==> config.mk <==
export PLATFORM = sky130hd
export DESIGN_NAME = cbus_arbiter
export DESIGN_NICKNAME = d
export VERILOG_FILES = /design/src/rtl/cbus_arb_pkg.sv /design/src/rtl/cbus_pkg.sv /design/src/rtl/cbus_arbiter_rr_picker.sv /design/src/rtl/cbus_arbiter.sv
export SDC_FILE = /design/constraint.sdc
export NUM_CORES = 1
export LEC_CHECK = 0
export CAP_MARGIN = 20
export CORE_AREA = 2 2 135 137
export CTS_CLUSTER_DIAMETER = 40
export DETAILED_ROUTE_END_ITERATION = 6
export DIE_AREA = 0 0 137 139
export GPL_ROUTABILITY_DRIVEN = 0
export HOLD_SLACK_MARGIN = 0.03
export PLACE_DENSITY = 0.61
export SETUP_SLACK_MARGIN = 0.4
export SYNTH_ARGS = -nofsm -noshare
export SYNTH_HDL_FRONTEND = slang
export SYNTH_SLANG_ARGS = --single-unit
export TNS_END_PERCENT = 10
==> constraint.sdc <==
create_clock -name clk -period 1.69 [get_ports clk]
set_input_delay 0.4225 -clock clk [delete_from_list [all_inputs] [get_ports clk]]
set_output_delay 0.4225 -clock clk [all_outputs]
set_load 0.005 [all_outputs]
==> src/rtl/cbus_arb_pkg.sv <==
`default_nettype none
// ============================================================================
// Module      : cbus_arb_pkg
// Description : Types and defaults for the cbus arbiter: FSM state encoding,
//               port index type and the default number of upstream masters.
// Revision    : 1.0 - initial release
// ============================================================================
package cbus_arb_pkg;

    localparam int CBUS_ARB_NUM_PORTS = 2;

    typedef enum logic [0:0] {
        IDLE = 1'b0,
        BUSY = 1'b1
    } arb_state_t;

    // Index type sized for the default port count.
    typedef logic [$clog2(CBUS_ARB_NUM_PORTS)-1:0] port_idx_t;

endpackage
`default_nettype wire

==> src/rtl/cbus_pkg.sv <==
`default_nettype none
// ============================================================================
// Module      : cbus_pkg
// Description : Shared cache-bus (cbus) request/response structures used by
//               the DCache/ICache creq/cresp ports, the arbiter and the
//               memory/AXI bridge.
//               cbus_req_t  : valid, is_write, addr, len (beats), size,
//                             data, strobe
//               cbus_resp_t : ready (beat accepted/returned), last, data
// Revision    : 1.0 - initial release
// ============================================================================
package cbus_pkg;

    typedef struct packed {
        logic        valid;
        logic        is_write;
        logic [31:0] addr;
        logic [7:0]  len;      // burst length in beats
        logic [2:0]  size;
        logic [31:0] data;
        logic [3:0]  strobe;
    } cbus_req_t;

    typedef struct packed {
        logic        ready;
        logic        last;
        logic [31:0] data;
    } cbus_resp_t;

endpackage
`default_nettype wire

==> src/rtl/cbus_arbiter_rr_picker.sv <==
`default_nettype none
// ============================================================================
// Module      : rr_picker
// Description : Combinational round-robin picker. Returns the index of the
//               first set bit of 'valid' at or after 'rr_ptr', searching
//               cyclically, plus a flag saying whether any bit is set.
// Ports       : valid     in  [N]          request vector
//               rr_ptr    in  [clog2(N)]   highest-priority index
//               grant     out [clog2(N)]   selected index ('0 if none)
//               any_valid out 1            at least one request present
// Revision    : 1.0 - initial release
// ============================================================================
module rr_picker #(
    parameter int N = 2
) (
    input  logic [N-1:0]         valid,
    input  logic [$clog2(N)-1:0] rr_ptr,
    output logic [$clog2(N)-1:0] grant,
    output logic                 any_valid
);

    localparam int IDX_W = $clog2(N);

    int idx;

    // Walk offsets from farthest to nearest so the nearest valid port
    // (smallest cyclic distance from rr_ptr) is written last and wins.
    always_comb begin
        grant = '0;
        idx   = 0;
        for (int k = N - 1; k >= 0; k--) begin
            idx = int'(rr_ptr) + k;
            if (idx >= N) begin
                idx = idx - N;
            end
            if (valid[idx[IDX_W-1:0]]) begin
                grant = idx[IDX_W-1:0];
            end
        end
    end

    assign any_valid = |valid;

endmodule
`default_nettype wire

==> src/rtl/cbus_arbiter.sv <==
`default_nettype none
// ============================================================================
// Module      : cbus_arbiter
// Description : Multiplexes NUM_PORTS cache-side cbus masters (port 0 =
//               ICache, port 1 = DCache) onto the single memory-side cbus.
//               Registered round-robin grant, locked for a whole transaction
//               and released on the beat carrying oresp.ready && oresp.last.
//               One IDLE bubble cycle separates consecutive transactions.
// Ports       : clk        in   clock, rising edge
//               resetn     in   asynchronous active-low reset
//               ireqs      in   cbus_req_t  [NUM_PORTS] master requests
//               iresps     out  cbus_resp_t [NUM_PORTS] master responses
//               oreq       out  cbus_req_t  request to memory side
//               oresp      in   cbus_resp_t response from memory side
//               grant_cnt  out  [NUM_PORTS][STAT_WIDTH] grants per port
//                               (only with CBUS_ARB_STATS_EN)
// Config      : `define CBUS_ARB_STATS_EN adds the grant_cnt port, the
//               STAT_WIDTH parameter and per-port wrapping grant counters.
// Revision    : 1.0 - initial release
// ============================================================================
module cbus_arbiter
    import cbus_pkg::*;
    import cbus_arb_pkg::*;
#(
    parameter int NUM_PORTS  = CBUS_ARB_NUM_PORTS
`ifdef CBUS_ARB_STATS_EN
   ,parameter int STAT_WIDTH = 32
`endif
) (
    input  logic       clk,
    input  logic       resetn,
    input  cbus_req_t  ireqs  [NUM_PORTS],
    output cbus_resp_t iresps [NUM_PORTS],
    output cbus_req_t  oreq,
    input  cbus_resp_t oresp
`ifdef CBUS_ARB_STATS_EN
   ,output logic [STAT_WIDTH-1:0] grant_cnt [NUM_PORTS]
`endif
);

    localparam int IDX_W = $clog2(NUM_PORTS);

    arb_state_t           state;
    arb_state_t           next_state;
    logic [IDX_W-1:0]     owner;
    logic [IDX_W-1:0]     next_owner;
    logic [IDX_W-1:0]     rr_ptr;
    logic [IDX_W-1:0]     next_rr_ptr;
    logic [IDX_W-1:0]     pick_idx;
    logic [NUM_PORTS-1:0] req_valid;
    logic                 any_valid;

    for (genvar i = 0; i < NUM_PORTS; i++) begin : g_valid
        assign req_valid[i] = ireqs[i].valid;
    end

    rr_picker #(
        .N (NUM_PORTS)
    ) u_picker (
        .valid     (req_valid),
        .rr_ptr    (rr_ptr),
        .grant     (pick_idx),
        .any_valid (any_valid)
    );

    // ------------------------------------------------------------------
    // State register
    // ------------------------------------------------------------------
    always_ff @(posedge clk or negedge resetn) begin
        if (!resetn) begin
            state  <= IDLE;
            owner  <= '0;
            rr_ptr <= '0;
        end else begin
            state  <= next_state;
            owner  <= next_owner;
            rr_ptr <= next_rr_ptr;
        end
    end

    // ------------------------------------------------------------------
    // Next-state logic
    // ------------------------------------------------------------------
    always_comb begin
        next_state  = state;
        next_owner  = owner;
        next_rr_ptr = rr_ptr;
        case (state)
            IDLE: begin
                // Memory-side ready/last are ignored here: nothing is owned.
                if (any_valid) begin
                    next_state = BUSY;
                    next_owner = pick_idx;
                end
            end
            BUSY: begin
                if (oresp.ready && oresp.last) begin
                    next_state  = IDLE;
                    next_rr_ptr = (owner == IDX_W'(NUM_PORTS - 1)) ? '0 : owner + 1'b1;
                end
            end
            default: begin
                next_state = IDLE;
            end
        endcase
    end

    // ------------------------------------------------------------------
    // Datapath routing: the owner's request is forwarded live each beat,
    // so changes in its write data reach memory without extra latency.
    // ------------------------------------------------------------------
    always_comb begin
        oreq = '0;
        for (int i = 0; i < NUM_PORTS; i++) begin
            iresps[i] = '0;
        end
        if (state == BUSY) begin
            oreq          = ireqs[owner];
            iresps[owner] = oresp;
        end
    end

`ifdef CBUS_ARB_STATS_EN
    logic grant_fire;

    assign grant_fire = (state == IDLE) && any_valid;

    for (genvar i = 0; i < NUM_PORTS; i++) begin : g_stats
        always_ff @(posedge clk or negedge resetn) begin
            if (!resetn) begin
                grant_cnt[i] <= '0;
            end else if (grant_fire && (pick_idx == IDX_W'(i))) begin
                grant_cnt[i] <= grant_cnt[i] + 1'b1;
            end
        end
    end
`endif

`ifndef SYNTHESIS
    // The owning master must hold valid until its last beat completes.
    always @(posedge clk) begin
        if (resetn && (state == BUSY)) begin
            assert (ireqs[owner].valid)
                else $error("cbus_arbiter: owner %0d dropped valid mid-transaction", owner);
        end
    end
`endif

endmodule
`default_nettype wire

==> results.rst <==
.. list-table::
   :header-rows: 1

   * - Metric
     - Value
   * - Worst rel slew slack
     - 86.6%
   * - Total die area
     - 0.0190 mm2
   * - Vias in the first global route
     - 3213
   * - Peak fanout along the critical path
     - 8
   * - Yosys warning total
     - 0
   * - First-pass GRT wire length
     - 17800 um
   * - Starting DRC count in detailed routing
     - 63
   * - Clock buffer depth
     - 2
   * - Length of the first detailed-routing pass in iterations
     - 4
   * - Max Clock Freq
     - 496 MHz
   * - Total global-route track usage
     - 11.8%
   * - Remaining DRCs
     - 0
   * - Number of antenna violations at the first check in global routing
     - 0
   * - Clock buffers created by TritonCTS
     - 3
   * - Delay of the slowest cell on the worst path
     - 0.49 ns
   * - Startpoint types
     - flop
   * - Number of input and output port buffers inserted
     - 346
   * - Synth-to-Final Area Change
     - 182%
   * - Tightest Pin Transition
     - 0.195 ns
   * - LEAKAGE
     - 2.88 nW
   * - Final hold slack
     - 0.401 ns
   * - Worst setup slack after layout
     - -0.327 ns
   * - TritonCTS clock tree
     - done
   * - Kind of cell adding the most delay to the critical path
     - buffers and inverters
   * - Cell chain of the critical path
     - buf_12, nor2b_4, buf_6, buf_6, clkbuf_16, and2_4, buf_6
   * - Total of fill cells in the finished design
     - 1904
   * - Hold buffers post-CTS
     - 0
   * - Part of the total power dissipated in sequential elements
     - 2.9%
   * - Result of the run
     - finished with violations
   * - Final routed wirelength across all metal layers
     - 12600 um
   * - Core box area
     - 0.0177 mm2
   * - Violated checks
     - negative setup slack
   * - Antenna Nets Post-Route
     - 0
   * - CP arrival
     - 1.59 ns
   * - Count of endpoints failing setup in the final report
     - 149
   * - Worst path bufs/invs
     - 5
   * - Portion of total power attributed to the clock network
     - 9.2%
   * - Detail-routed via count per cell
     - 3.80
   * - Net count, final
     - 823
   * - Most used cells in the layout excluding fill and tap cells
     - clkdlybuf4s50_1 (197), nor2b_1 (82), mux2i_1 (81), buf_2 (50), dlygate4sd2_1 (36)
   * - Leftover overflow at the end of global routing
     - 0
   * - Post-route standard cell area excluding fillers
     - 0.00593 mm2
   * - Cells after synthesis
     - 272
   * - Effective utilization at floorplan
     - 11.9%
   * - Count of max-cap constraint violations
     - 0
   * - H-tree depth reported by CTS
     - 1
   * - Final critical delay including setup and external delays
     - 2.02 ns
   * - Synthesized netlist net count
     - 470
   * - Kind of critical path
     - flop to output pin
   * - Clock Skews
     - 0.00142 ns
   * - Cell type of the slowest stage on the worst timing path
     - dfrtp_4
   * - Worst hold path class
     - input port to async pin
   * - Share of the yosys chip area belonging to registers
     - 3.57%
   * - Clock edge transition at the registers on the reported setup and hold paths
     - 0.03 ns
   * - Internal power
     - 2.63 mW
   * - Most common cell after layout, fill and taps aside
     - clkdlybuf4s50_1
   * - Ports placed on the boundary
     - 347
   * - Final HPWL from detailed placement
     - 9450 um
   * - Avg WL per Cell
     - 14.8 um
   * - Horizontal extent of the die
     - 137 um
   * - Final Max Slew Viols
     - 0
   * - Row Count
     - 49
   * - Synthesized area per cell
     - 7.73 um2
   * - Net Sw Power
     - 1.43 mW
   * - RSZ-0062 raised after global routing
     - yes
   * - Clock network latency to the later pin of the worst-skew pair
     - 0.22 ns
   * - Pin count of the biggest net entering global routing
     - 62
   * - Power density over the cells
     - 685 mW/mm2
   * - Placed inst area
     - 0.00581 mm2
   * - Number of vias in the routed layout
     - 3240
   * - Die Ht
     - 139 um
   * - Required time at the worst-slack endpoint
     - 1.27 ns
   * - Clock Tree Root
     - clkbuf_16
   * - Peak ir drop on the vdd network
     - 0.392 mV
   * - CP Capture Type
     - output pin
   * - Number of antenna cells inserted
     - 0
   * - Worst slack after detailed placement
     - -0.537 ns
   * - Clock tree sinks
     - 3
   * - Fraction of final layout cells with drive strength greater than 1
     - 29.3%
   * - Post-route clock period utilization
     - 119%
   * - Number of storage elements in the synthesis netlist
     - 3
   * - Fraction of power spent switching nets
     - 35.3%
   * - Hold Vio Cnt, Final
     - 0
   * - Most common cell type on the critical path
     - buf_6
   * - Post-synthesis cell area
     - 0.00210 mm2
   * - Part of the total power dissipated in combinational logic
     - 87.9%
   * - Cell variety after synth
     - 18
==> per-stage QoR <==
stage / setup TNS [ns] / utilization (%) / power, mW / std cells
floorplan: 0 / - / 1.61 / 272
global placement: -44.56 / 32.9 / 3.47 / 832
detailed placement: -44.60 / 32.9 / 3.46 / 832
CTS: -34.45 / 33.5 / 3.92 / 849
global route: -36.74 / 33.6 / 4.34 / 853
finish: -28.55 / 33.6 / 4.06 / 853
==> worst reg2reg max path, cell delays in order (launching register included) <==
cell and delay (ns):
dfrtp_4 0.49, buf_12 0.16, buf_4 0.18, a2bb2oi_1 0.15
==> cell usage after synthesis (all sizes together) <==
cell / n / area (um2)
nor2b: 84 / 533
mux2i: 82 / 821
and3: 34 / 213
and2: 33 / 206
clkbuf: 17 / 68.8
buf: 12 / 149
dfrtp: 3 / 75.1
nand2: 2 / 7.51
a2bb2oi: 1 / 8.76
inv: 1 / 3.75
nand3: 1 / 5.00
nor2: 1 / 3.75
o31a: 1 / 8.76
==> timing repair <==
| item | in CTS | in global routing |
|---|---|---|
| pin swaps | 5 | 14 |
| buffers inserted | 8 | 2 |
| hold endpoints to repair | 0 | 0 |
| setup endpoints to repair | 149 | 149 |
| cloned | 5 | 2 |
| resized for setup | 382 | 141 |
==> routing by layer <==
| metal | GRT usage, % | vias up | routed length, um |
|---|---|---|---|
| met5 | 0 | - | 0 |
| met4 | 2.39 | 0 | 119 |
| met3 | 2.56 | 10 | 1160 |
| met2 | 21.4 | 167 | 6370 |
| met1 | 14.1 | 1440 | 4960 |
| li1 | - | 1623 | - |
==> sequential cells by signal, summed over array words and instances (netlist names) <==
signal and cells:
rr_ptr 1, owner 1, state 1
==> final cells by class <==
type | instances | area, um2 | area share [%]
timing repair buffer | 377 | 3570 | 60.2
multi-input combinational | 239 | 1910 | 32.2
tap | 229 | 287 | 4.83
sequential | 3 | 80.1 | 1.35
clock buffer | 4 | 78.8 | 1.33
inverter | 1 | 3.75 | 0.0633
==> kinds of logic after synthesis <==
| kind of cell | share of synthesized area [%] |
|---|---|
| buffers and inverters | 10.5 |
| muxes | 39.0 |
| and+or+nand+nor | 46.0 |
| AOI/OAI and AO/OA | 0.833 |
| DFF | 3.57 |
==> power by group through the flow <==
| stage | clock network, mW | registers (mW) | logic [mW] |
|---|---|---|---|
| 6_report | 0.376 | 0.117 | 3.57 |
| 5_1_grt | 0.389 | 0.119 | 3.83 |
| 4_1_cts | 0.382 | 0.117 | 3.42 |
| 3_5_place_dp | 0 | 0.144 | 3.32 |
| 3_3_place_gp | 0 | 0.143 | 3.33 |
| 2_1_floorplan | 0 | 0.102 | 1.51 |
==> worst paths after layout <==
check / startpoint / endpoint / slack, ns / cells after the start
setup / recovery: owner$_DFFE_PN0P_ / iresps[47] / -0.33 / 7
hold / removal: resetn / rr_ptr$_DFFE_PN0P_ / 0.40 / 1
setup reg to reg: owner$_DFFE_PN0P_ / owner$_DFFE_PN0P_ / 0.60 / 3
hold reg to reg: rr_ptr$_DFFE_PN0P_ / rr_ptr$_DFFE_PN0P_ / 0.53 / 2
max in group asynchronous: resetn / owner$_DFFE_PN0P_ / 1.10 / 1
min in group clk: rr_ptr$_DFFE_PN0P_ / rr_ptr$_DFFE_PN0P_ / 0.53 / 2
(Power assumes the default switching activity.)
